### config.mk
export PLATFORM = sky130hd
export DESIGN_NAME = tpu_host_driver
export DESIGN_NICKNAME = d
export VERILOG_FILES = /design/src/rtl/tpu_pkg.sv /design/src/rtl/tpu_host_watchdog.sv /design/src/rtl/tpu_host_driver.sv
export SDC_FILE = /design/constraint.sdc
export NUM_CORES = 1
export LEC_CHECK = 0
export CAP_MARGIN = 0
export CELL_PAD_IN_SITES_DETAIL_PLACEMENT = 1
export CELL_PAD_IN_SITES_GLOBAL_PLACEMENT = 2
export CORE_ASPECT_RATIO = 1.25
export CORE_MARGIN = 3
export CORE_UTILIZATION = 25
export CTS_BUF_LIST = sky130_fd_sc_hd__clkbuf_16
export DETAILED_ROUTE_END_ITERATION = 10
export GPL_TIMING_DRIVEN = 0
export HOLD_SLACK_MARGIN = 0.12
export PLACE_DENSITY = 0.72
export SLEW_MARGIN = 40
export SYNTH_ARGS = -nofsm -noshare
export SYNTH_HDL_FRONTEND = slang
export SYNTH_HIERARCHICAL = 1
export SYNTH_SLANG_ARGS = --single-unit
### constraint.sdc
create_clock -name clk -period 2.2 [get_ports clk]
set_input_delay 0.44 -clock clk [delete_from_list [all_inputs] [get_ports clk]]
set_output_delay 0.44 -clock clk [all_outputs]
set_load 0.02 [all_outputs]
### src/rtl/tpu_pkg.sv
// ============================================================================
//  Module   : tpu_pkg
//  Purpose  : Pin map, element width and host FSM states for the TPU pin protocol.
//  Revision : 1.0
// ============================================================================
`default_nettype none

package tpu_pkg;

   localparam int ELEM_W         = 8;

   // uio_in / uio_out bit positions, shared by host driver and TPU controller
   localparam int LOAD_EN_BIT    = 0;
   localparam int SEL_AB_BIT     = 1;
   localparam int INDEX_LSB      = 2;
   localparam int OUTPUT_EN_BIT  = 4;
   localparam int OUTPUT_SEL_LSB = 5;
   localparam int DONE_BIT       = 7;

   typedef enum logic [2:0] {
      ST_IDLE = 3'd0,
      ST_LOAD = 3'd1,
      ST_WAIT = 3'd2,
      ST_READ = 3'd3,
      ST_RESP = 3'd4
   } host_state_e;

endpackage

`default_nettype wire

### src/rtl/tpu_host_watchdog.sv
// ============================================================================
//  Module   : tpu_host_watchdog
//  Purpose  : Counts cycles while run_i is high; flags expiry on the last allowed cycle.
//  Revision : 1.0
// ============================================================================
`default_nettype none

module tpu_host_watchdog #(
   parameter int TIMEOUT_CYCLES = 255
) (
   input  logic clk,
   input  logic rst,
   input  logic run_i,
   output logic expired_o
);

   localparam int CNT_W = (TIMEOUT_CYCLES < 1) ? 1 : $clog2(TIMEOUT_CYCLES + 1);

   logic [CNT_W-1:0] count_q;
   logic [CNT_W-1:0] count_d;

   // expired_o is high during the TIMEOUT_CYCLES-th consecutive run cycle
   assign expired_o = run_i && (count_q == CNT_W'(TIMEOUT_CYCLES - 1));

   always_comb begin
      count_d = count_q;
      if (!run_i) begin
         count_d = '0;
      end else if (!expired_o) begin
         count_d = count_q + 1'b1;
      end
   end

   always_ff @(posedge clk) begin
      if (rst) begin
         count_q <= '0;
      end else begin
         count_q <= count_d;
      end
   end

endmodule

`default_nettype wire

### src/rtl/tpu_host_driver.sv
// ============================================================================
//  Module   : tpu_host_driver
//  Purpose  : Host master serialising a 2x2 int8 job onto TPU pins and reading C back.
//             Optional WAIT timeout enabled by the TPU_HOST_TIMEOUT_EN macro.
//  Revision : 1.0
// ============================================================================
`default_nettype none

module tpu_host_driver
   import tpu_pkg::*;
#(
   parameter int READ_LATENCY   = 1,
   parameter int TIMEOUT_CYCLES = 255
) (
   input  logic                clk,
   input  logic                rst,
   input  logic                job_valid,
   output logic                job_ready,
   input  logic [4*ELEM_W-1:0] job_a,
   input  logic [4*ELEM_W-1:0] job_b,
   output logic                res_valid,
   input  logic                res_ready,
   output logic [4*ELEM_W-1:0] res_data,
   output logic                res_err,
   output logic [7:0]          tpu_ui_out,
   output logic [7:0]          tpu_uio_out,
   input  logic [7:0]          tpu_uo_in,
   input  logic                tpu_done_in
);

   localparam int RL_W = (READ_LATENCY < 1) ? 1 : $clog2(READ_LATENCY + 1);

   host_state_e         state_q, state_d;
   logic [2:0]          step_q, step_d;
   logic [RL_W-1:0]     lat_q, lat_d;
   logic [4*ELEM_W-1:0] a_q, a_d, b_q, b_d;
   logic [4*ELEM_W-1:0] res_data_q, res_data_d;
   logic                res_err_q, res_err_d;
   logic                res_valid_q, res_valid_d;
   logic [7:0]          ui_q, ui_d, uio_q, uio_d;
   logic                wd_expired;

`ifdef TPU_HOST_TIMEOUT_EN
   tpu_host_watchdog #(
      .TIMEOUT_CYCLES (TIMEOUT_CYCLES)
   ) u_watchdog (
      .clk       (clk),
      .rst       (rst),
      .run_i     (state_q == ST_WAIT),
      .expired_o (wd_expired)
   );
`else
   // No timeout: the parameter is kept only so both builds share one interface
   assign wd_expired = 1'b0 & (TIMEOUT_CYCLES == 0);
`endif

   always_comb begin
      state_d    = state_q;
      step_d     = step_q;
      lat_d      = lat_q;
      a_d        = a_q;
      b_d        = b_q;
      res_data_d = res_data_q;
      res_err_d  = res_err_q;
      case (state_q)
         ST_IDLE: begin
            if (job_valid) begin
               state_d    = ST_LOAD;
               step_d     = 3'd0;
               a_d        = job_a;
               b_d        = job_b;
               res_data_d = '0;
               res_err_d  = 1'b0;
            end
         end
         ST_LOAD: begin
            if (step_q == 3'd7) begin
               state_d = ST_WAIT;
               step_d  = 3'd0;
            end else begin
               step_d = step_q + 3'd1;
            end
         end
         ST_WAIT: begin
            if (tpu_done_in) begin
               state_d = ST_READ;
               step_d  = 3'd0;
               lat_d   = '0;
            end else if (wd_expired) begin
               state_d    = ST_RESP;
               res_err_d  = 1'b1;
               res_data_d = '0;
            end
         end
         ST_READ: begin
            if (lat_q == RL_W'(READ_LATENCY)) begin
               res_data_d[ELEM_W*int'(step_q[1:0]) +: ELEM_W] = tpu_uo_in;
               lat_d = '0;
               if (step_q[1:0] == 2'd3) begin
                  state_d = ST_RESP;
               end else begin
                  step_d = step_q + 3'd1;
               end
            end else begin
               lat_d = lat_q + 1'b1;
            end
         end
         ST_RESP: begin
            if (res_ready) begin
               state_d = ST_IDLE;
            end
         end
         default: state_d = ST_IDLE;
      endcase

      // Pins are a function of the next state so they are registered with it
      ui_d  = '0;
      uio_d = '0;
      case (state_d)
         ST_LOAD: begin
            uio_d[LOAD_EN_BIT]        = 1'b1;
            uio_d[SEL_AB_BIT]         = step_d[2];
            uio_d[INDEX_LSB +: 2]     = step_d[1:0];
            ui_d = step_d[2] ? b_d[ELEM_W*int'(step_d[1:0]) +: ELEM_W]
                             : a_d[ELEM_W*int'(step_d[1:0]) +: ELEM_W];
         end
         ST_READ: begin
            uio_d[OUTPUT_EN_BIT]      = 1'b1;
            uio_d[OUTPUT_SEL_LSB +: 2] = step_d[1:0];
         end
         default: ;
      endcase
      res_valid_d = (state_d == ST_RESP);
   end

   always_ff @(posedge clk) begin
      if (rst) begin
         state_q     <= ST_IDLE;
         step_q      <= '0;
         lat_q       <= '0;
         a_q         <= '0;
         b_q         <= '0;
         res_data_q  <= '0;
         res_err_q   <= 1'b0;
         res_valid_q <= 1'b0;
         ui_q        <= '0;
         uio_q       <= '0;
      end else begin
         state_q     <= state_d;
         step_q      <= step_d;
         lat_q       <= lat_d;
         a_q         <= a_d;
         b_q         <= b_d;
         res_data_q  <= res_data_d;
         res_err_q   <= res_err_d;
         res_valid_q <= res_valid_d;
         ui_q        <= ui_d;
         uio_q       <= uio_d;
      end
   end

   assign job_ready   = (state_q == ST_IDLE);
   assign res_valid   = res_valid_q;
   assign res_data    = res_data_q;
   assign res_err     = res_err_q;
   assign tpu_ui_out  = ui_q;
   assign tpu_uio_out = uio_q;

endmodule

`default_nettype wire

==> flow_summary.json, run 1 <==
{
  "yosys_warnings": 6,
  "grt_first_pass_wirelength_um": 33200,
  "setup_slack_ps": -107,
  "final_cell_mix": "nand2_1, clkdlybuf4s50_1, dfxtp_1",
  "h-tree-depth": 4,
  "peakVddDrop_v": 0.000575,
  "drc": 0,
  "tightest_slew_ps": 762,
  "ant_nets": 0,
  "synthesis.area_sq_mm": 0.00517,
  "initial_utilization_pct": 25.6,
  "ctsHoldBuffers": 0,
  "drt_first_pass_iters": 4,
  "async_flop_share_pct": 0,
  "synthCells": 642,
  "die_area_sq_mm": 0.0225,
  "antenna_cells": 0,
  "worst-setup-path-type": "reg -> reg",
  "crit_path_end_kind": "flip-flop",
  "setup_viol": 7,
  "cts_root_buf": "clkbuf_16",
  "core_area_sq_mm": 0.0202,
  "numClockSinks": 119,
  "reg2reg_setup_slack_ps": -110,
  "detailed_place_hpwl_um": 16000,
  "grt.total_usage_pct": 19.1,
  "cts_tree": "built",
  "gr-total-overflow": 0,
  "hold_ws_ps": 458,
  "min_path_type": "reg -> reg",
  "fin_worst_skew_ps": 7.77,
  "status": "complete, but fails checks",
  "synth_cell_types": 62,
  "place.gp.congestion": 0.850,
  "routed_wl_um": 21100,
  "cp-start-kind": "flip-flop",
  "synth-edff-count": 0,
  "layout_commonest_cell": "nand2_1",
  "crit_fanout": 6,
  "synthFlopType": "dfxtp_1",
  "numCtsBuffers": 17,
  "synth_area_per_cell_sq_um": 8.06,
  "clkTransAtPathRegs_ps": 50,
  "fin_area_sq_mm": 0.00785,
  "arrival_ps": 2650,
  "power.leakage_nw": 2.92,
  "finalCriticalPeriod_ps": 2310,
  "violations": "setup timing",
  "p_per_area_mw_per_mm2": 787,
  "post_dp_cell_area_sq_mm": 0.00676,
  "routed_via_density": 4.99,
  "portBuffers": 124,
  "grt_pass1_vias": 5910,
  "via_count": 5422,
  "boundaryPins": 128,
  "grt_antenna_before_repair": 0,
  "clk_latency_ps": 420,
  "grt_max_degree": 17,
  "final_util_pct": 38.7,
  "area_growth_pct": 51.6,
  "die_w_um": 135,
  "ys_seq_elements": 119,
  "num_rows": 58,
  "drive_above_1_share_pct": 15.2,
  "drtIter0Drc": 237,
  "max_freq_ghz": 0.434,
  "critPathRequiredTime_ps": 2540,
  "ys_seq_area_share_pct": 46.0,
  "avgRoutedWirePerCell_um": 19.5,
  "maxCapViolCount": 0,
  "cts_buffer_depth": 2,
  "finalHoldViolations": 0,
  "relSlewSlack_pct": 49.2,
  "fin_nets": 888,
  "final_max_slew_viol_count": 0,
  "rsz0062_at_grt": "true",
  "layout_worst_path_cycle_share_pct": 105,
  "die_h_um": 167
}
-- synthesized netlist by cell type (3+ instances only) --
| cell type | instances | share of area [%] |
|---|---|---|
| a211o_1 | 3 | 0.51 |
| a21o_1 | 5 | 0.73 |
| a21oi_1 | 75 | 7.3 |
| a22oi_1 | 24 | 3.5 |
| and3_1 | 4 | 0.48 |
| buf_1 | 6 | 0.44 |
| buf_2 | 12 | 1.2 |
| buf_4 | 6 | 0.87 |
| clkbuf_1 | 22 | 1.6 |
| dfxtp_1 | 119 | 46 |
| ha_1 | 8 | 1.9 |
| inv_1 | 6 | 0.44 |
| nand2_1 | 151 | 11 |
| nand2b_1 | 5 | 0.60 |
| nand3_1 | 13 | 1.3 |
| nor2_1 | 60 | 4.4 |
| nor3_1 | 19 | 1.8 |
| nor4b_2 | 3 | 0.87 |
| o211ai_1 | 10 | 1.5 |
| o21a_1 | 5 | 0.73 |
| o21ai_0 | 13 | 1.3 |
| o21ai_1 | 6 | 0.58 |
| o221ai_1 | 3 | 0.51 |
| o22ai_1 | 12 | 1.5 |
| o32a_1 | 5 | 0.97 |
| o32ai_1 | 3 | 0.51 |
| or3_1 | 3 | 0.36 |
-- metrics by stage --
stage	setup TNS [ps]	setup WS, ps	total power [mW]	cells
after floorplan	0	6.62	2.82	643
after CTS	-638	-110	6.18	1079
after detailed placement	-43860	-940	3.24	1037
after global routing	-1320	-145	6.43	1086
after global placement	-42540	-1010	3.23	1037
final	-363	-107	6.17	1086
-- layout make-up --
class                           instances  area, sq um
Fill cell                            2304        12400
Multi-Input combinational cell        469         2810
Sequential cell                       119         2390
Timing Repair Buffer                  142         1380
Clock buffer                           17          425
Tap cell                              270          338
Buffer                                 46          285
Clock inverter                         15          169
Inverter                                8         38.8
-- final timing paths --
check | endpoint | start | cells past startpoint
worst max-delay path | tpu_ui_out[2]$_SDFF_PP0_ | step_q[1]$_SDFF_PP0_ | 9
worst min-delay path | a_q[31]$_SDFF_PP0_ | a_q[31]$_SDFF_PP0_ | 2
worst max register to register | tpu_ui_out[2]$_SDFF_PP0_ | step_q[1]$_SDFF_PP0_ | 9
worst min register to register | a_q[31]$_SDFF_PP0_ | a_q[31]$_SDFF_PP0_ | 2
-- state kept, by name (all words and copies together) (netlist names) --
name / flops
tpu_uio_out: 7
res_valid: 1
state_q: 3
tpu_ui_out: 8
res_data: 32
step_q: 3
lat_q: 1
a_q: 32
b_q: 32
-- logic make-up (layout without fill, tap and decap cells) --
group	after synthesis	in the layout	share of synthesized area, %
simple gates	278	278	24.3
compound gates	179	179	22.4
flops	119	119	46.0
buf+inv	55	228	4.88
fa+ha+maj	8	8	1.93
mux	2	2	0.411
other cells	1	2	0.0725
-- worst max-delay path, stage by stage, from the launching register on --
cell and delay [ps]:
dfxtp_4 360, ha_4 170, ha_4 170, or4b_4 540, o311ai_4 110, nand3_4 150, clkinv_4 100, nand3_4 140
o32a_1 390, o21ai_1 100
-- power breakdown --
group / switching (mW) / internal, mW
clock network: 0.981 / 1.85
logic: 0.559 / 0.459
registers: 0.0662 / 2.25
total: 1.61 / 4.57
-- layer usage --
layer,global-route usage [%],share of wire (%)
met2,33.2,51
met5,0,0
met3,4.71,5.6
met4,10.1,3.8
met1,21.4,39
-- timing repair --
item	in CTS	in global routing
setup buffers	11	7
hold endpoints to repair	0	0
setup endpoints to repair	94	84
gates resized for setup	55	40
pin swaps	10	11
Power figures use the tool's default switching activity.
==> run 2: changes to the inputs <==
--- a/config.mk
+++ b/config.mk
@@ -5,17 +5,18 @@
 export SDC_FILE = /design/constraint.sdc
 export NUM_CORES = 1
 export LEC_CHECK = 0
-export CAP_MARGIN = 0
+export ABC_AREA = 1
 export CELL_PAD_IN_SITES_DETAIL_PLACEMENT = 1
 export CELL_PAD_IN_SITES_GLOBAL_PLACEMENT = 2
 export CORE_ASPECT_RATIO = 1.25
 export CORE_MARGIN = 3
 export CORE_UTILIZATION = 25
 export CTS_BUF_LIST = sky130_fd_sc_hd__clkbuf_16
+export CTS_CLUSTER_SIZE = 40
 export DETAILED_ROUTE_END_ITERATION = 10
 export GPL_TIMING_DRIVEN = 0
 export HOLD_SLACK_MARGIN = 0.12
-export PLACE_DENSITY = 0.72
+export PLACE_DENSITY = 0.74
 export SLEW_MARGIN = 40
 export SYNTH_ARGS = -nofsm -noshare
 export SYNTH_HDL_FRONTEND = slang
==> flow_summary.json, run 2 <==
{
  "ant_nets": 0,
  "cts_buffer_depth": 2,
  "h-tree-depth": 4,
  "place.gp.congestion": 0.768,
  "numClockSinks": 119,
  "grt_first_pass_wirelength_um": 30600,
  "boundaryPins": 128,
  "avgRoutedWirePerCell_um": 15.6,
  "grt.total_usage_pct": 16.1,
  "numCtsBuffers": 17,
  "grt_antenna_before_repair": 0,
  "tightest_slew_ps": 733,
  "portBuffers": 123,
  "synth_cell_types": 27,
  "max_freq_ghz": 0.479,
  "worst-setup-path-type": "reg -> reg",
  "gr-usage-met1_pct": 17.6,
  "gr-total-overflow": 0,
  "drc": 0,
  "timing.rr.start": "step_q[0]$_SDFF_PP0_",
  "yosys_warnings": 6,
  "finalCriticalPeriod_ps": 2090,
  "seq_area_sq_mm": 0.00239,
  "finalHoldViolations": 0,
  "drt_first_pass_iters": 4,
  "crit_fanout": 11,
  "fillers": 2802,
  "layout_worst_path_cycle_share_pct": 94.9,
  "r2r_end": "tpu_ui_out[3]$_SDFF_PP0_",
  "clk_latency_ps": 430,
  "num_rows": 61,
  "ys_seq_elements": 119,
  "swShare_pct": 26.9,
  "clkTransAtPathRegs_ps": 60,
  "drive_above_1_share_pct": 9.10,
  "setup_viol": 0,
  "worstSetupStartpoint": "step_q[0]$_SDFF_PP0_",
  "grt_max_degree": 17,
  "die_h_um": 174,
  "arrival_ps": 2400,
  "die_w_um": 141,
  "routed_via_density": 4.45,
  "crit_end": "tpu_ui_out[3]$_SDFF_PP0_",
  "p_int_mw": 4.92,
  "cts_root_buf": "clkbuf_16",
  "reg2reg_setup_slack_ps": 110,
  "cts_tree": "built",
  "rsz0062_at_grt": "false",
  "ys_seq_area_share_pct": 42.0,
  "synth_area_per_cell_sq_um": 6.91,
  "p_clk_share_pct": 47.9,
  "synthFlopType": "dfxtp_1",
  "power_frac_seq_pct": 35.4,
  "ff2ff_path_depth": 10,
  "status": "finished, final reports clean",
  "layout_commonest_cell": "nand2_1",
  "maxCapViolCount": 0,
  "drtIter0Drc": 172,
  "fin_worst_skew_ps": 8.98,
  "detailed_place_hpwl_um": 15500,
  "grt_pass1_vias": 5908,
  "hold_ws_ps": 494,
  "peakVddDrop_v": 0.000528,
  "relSlewSlack_pct": 51.2,
  "synthTopCellsByCount": "nand2_1, dfxtp_1, inv_1",
  "die_area_sq_mm": 0.0245,
  "synth_top_area_cell": "dfxtp_1",
  "final_cell_mix": "nand2_1, clkdlybuf4s50_1, dfxtp_1",
  "power.leakage_nw": 3.80,
  "gr-usage-met2_pct": 31.2,
  "min_path_type": "reg -> reg",
  "crit_path_end_kind": "flip-flop",
  "p_per_area_mw_per_mm2": 845,
  "synth-edff-count": 0,
  "synth_area_leaders": "dfxtp_1, nand2_1, nand3_1, inv_1, nor2_1",
  "power.switching_mw": 1.81,
  "gr-max-usage-layer": "met2",
  "ctsHoldBuffers": 0,
  "setup_slack_ps": 112,
  "critPathRequiredTime_ps": 2510,
  "area_growth_pct": 40.5,
  "multi_input_area_sq_mm": 0.00257,
  "synth_top_area_share_pct": 42.0,
  "tns_ps": 0,
  "initial_utilization_pct": 25.4,
  "final_max_slew_viol_count": 0,
  "synthesis.area_sq_mm": 0.00567,
  "fin_nets": 1050,
  "gr-usage-met3_pct": 2.53,
  "yosysMostFrequentCell": "nand2_1",
  "async_flop_share_pct": 0,
  "dp_slack_ps": -221,
  "synthCells": 821,
  "pwr-share-comb_pct": 16.7,
  "antenna_cells": 0,
  "via_count": 5608,
  "routed_wl_um": 19700,
  "core_area_sq_mm": 0.0223,
  "cp-start-kind": "flip-flop"
}
run 2: changes by cell type in the layout (fill, tap and decap cells not counted), moves of 30 or more:
cell / change
nand4_1: +33
nand3_1: +82
o21ai_0: +30
a21oi_1: -55
inv_1: +105
nand2_1: +44
run 2: area by class of cell:
class	count	share of cell area, %
buffer	49	3.61
multi-input combinational	534	32.3
tap	283	4.45
timing repair buffer	124	15.5
sequential	119	30.0
inverter	120	5.69
clock inverter	15	3.13
clock buffer	17	5.34
run 2: worst max-delay path, stage by stage, from the launching register on:
cell     delay, ps
dfxtp_2        380
ha_1           260
ha_1           280
nand2_1        160
nand2_2        210
buf_4          200
nand2_1         90
nand3_1        150
nand2_1         80
nand2_1         90
nand2_1         70
run 2: through the flow:
| step | util [%] | std cells | power, mW | instance area, sq um |
|---|---|---|---|---|
| 6_report | 35.7 | 1261 | 6.73 | 7960 |
| 5_1_grt | 35.7 | 1261 | 7.05 | 7960 |
| 4_1_cts | 35.7 | 1261 | 6.82 | 7950 |
| 3_5_place_dp | 32.6 | 1228 | 3.57 | 7260 |
| 3_3_place_gp | 32.6 | 1228 | 3.55 | 7260 |
| 2_1_floorplan | - | 822 | 3.07 | 5670 |
run 2: how the worst min path moves through the flow:
stage                     cells after the start  slack, ps                startpoint                       end
after global placement                        2        480        b_q[18]$_SDFF_PP0_        b_q[18]$_SDFF_PP0_
after CTS                                     1        500  res_data[8]$_SDFFE_PP0P_  res_data[8]$_SDFFE_PP0P_
after global routing                          1        530  res_data[9]$_SDFFE_PP0P_  res_data[9]$_SDFFE_PP0P_
final                                         1        490  res_data[8]$_SDFFE_PP0P_  res_data[8]$_SDFFE_PP0P_
after detailed placement                      2        480        b_q[16]$_SDFF_PP0_        b_q[16]$_SDFF_PP0_
after floorplan                               2        460        b_q[14]$_SDFF_PP0_        b_q[14]$_SDFF_PP0_
run 2: metal layers:
metal | up-vias | part of all wire, %
met5 | - | 0
met4 | 0 | 1.2
met3 | 17 | 3.1
met2 | 99 | 55
met1 | 2601 | 41
li1 | 2891 | -
run 2: power by group through the flow:
stage               Clock [mW]  Combinational (mW)  Sequential [mW]
floorplan                    0               0.577             2.49
global placement             0                1.13             2.42
detailed placement           0                1.14             2.43
CTS                       3.28                1.15             2.38
global route              3.39                1.26             2.40
finish                    3.22                1.13             2.38
run 2: cell families (layout without fill, tap and decap cells):
group / count (synthesis) / in the layout / share of synthesized area (%)
AOI/OAI and AO/OA: 101 / 101 / 10.3
adders and majority gates: 8 / 8 / 1.77
buffers and inverters: 169 / 325 / 12.7
DFF: 119 / 119 / 42.0
other: 1 / 2 / 0.0661
and+or+nand+nor: 423 / 423 / 33.1
run 2: what timing repair did:
item	in CTS	in global routing
pin swaps	1	0
setup endpoints to repair	9	9
setup buffers	1	0
resized for setup	10	16
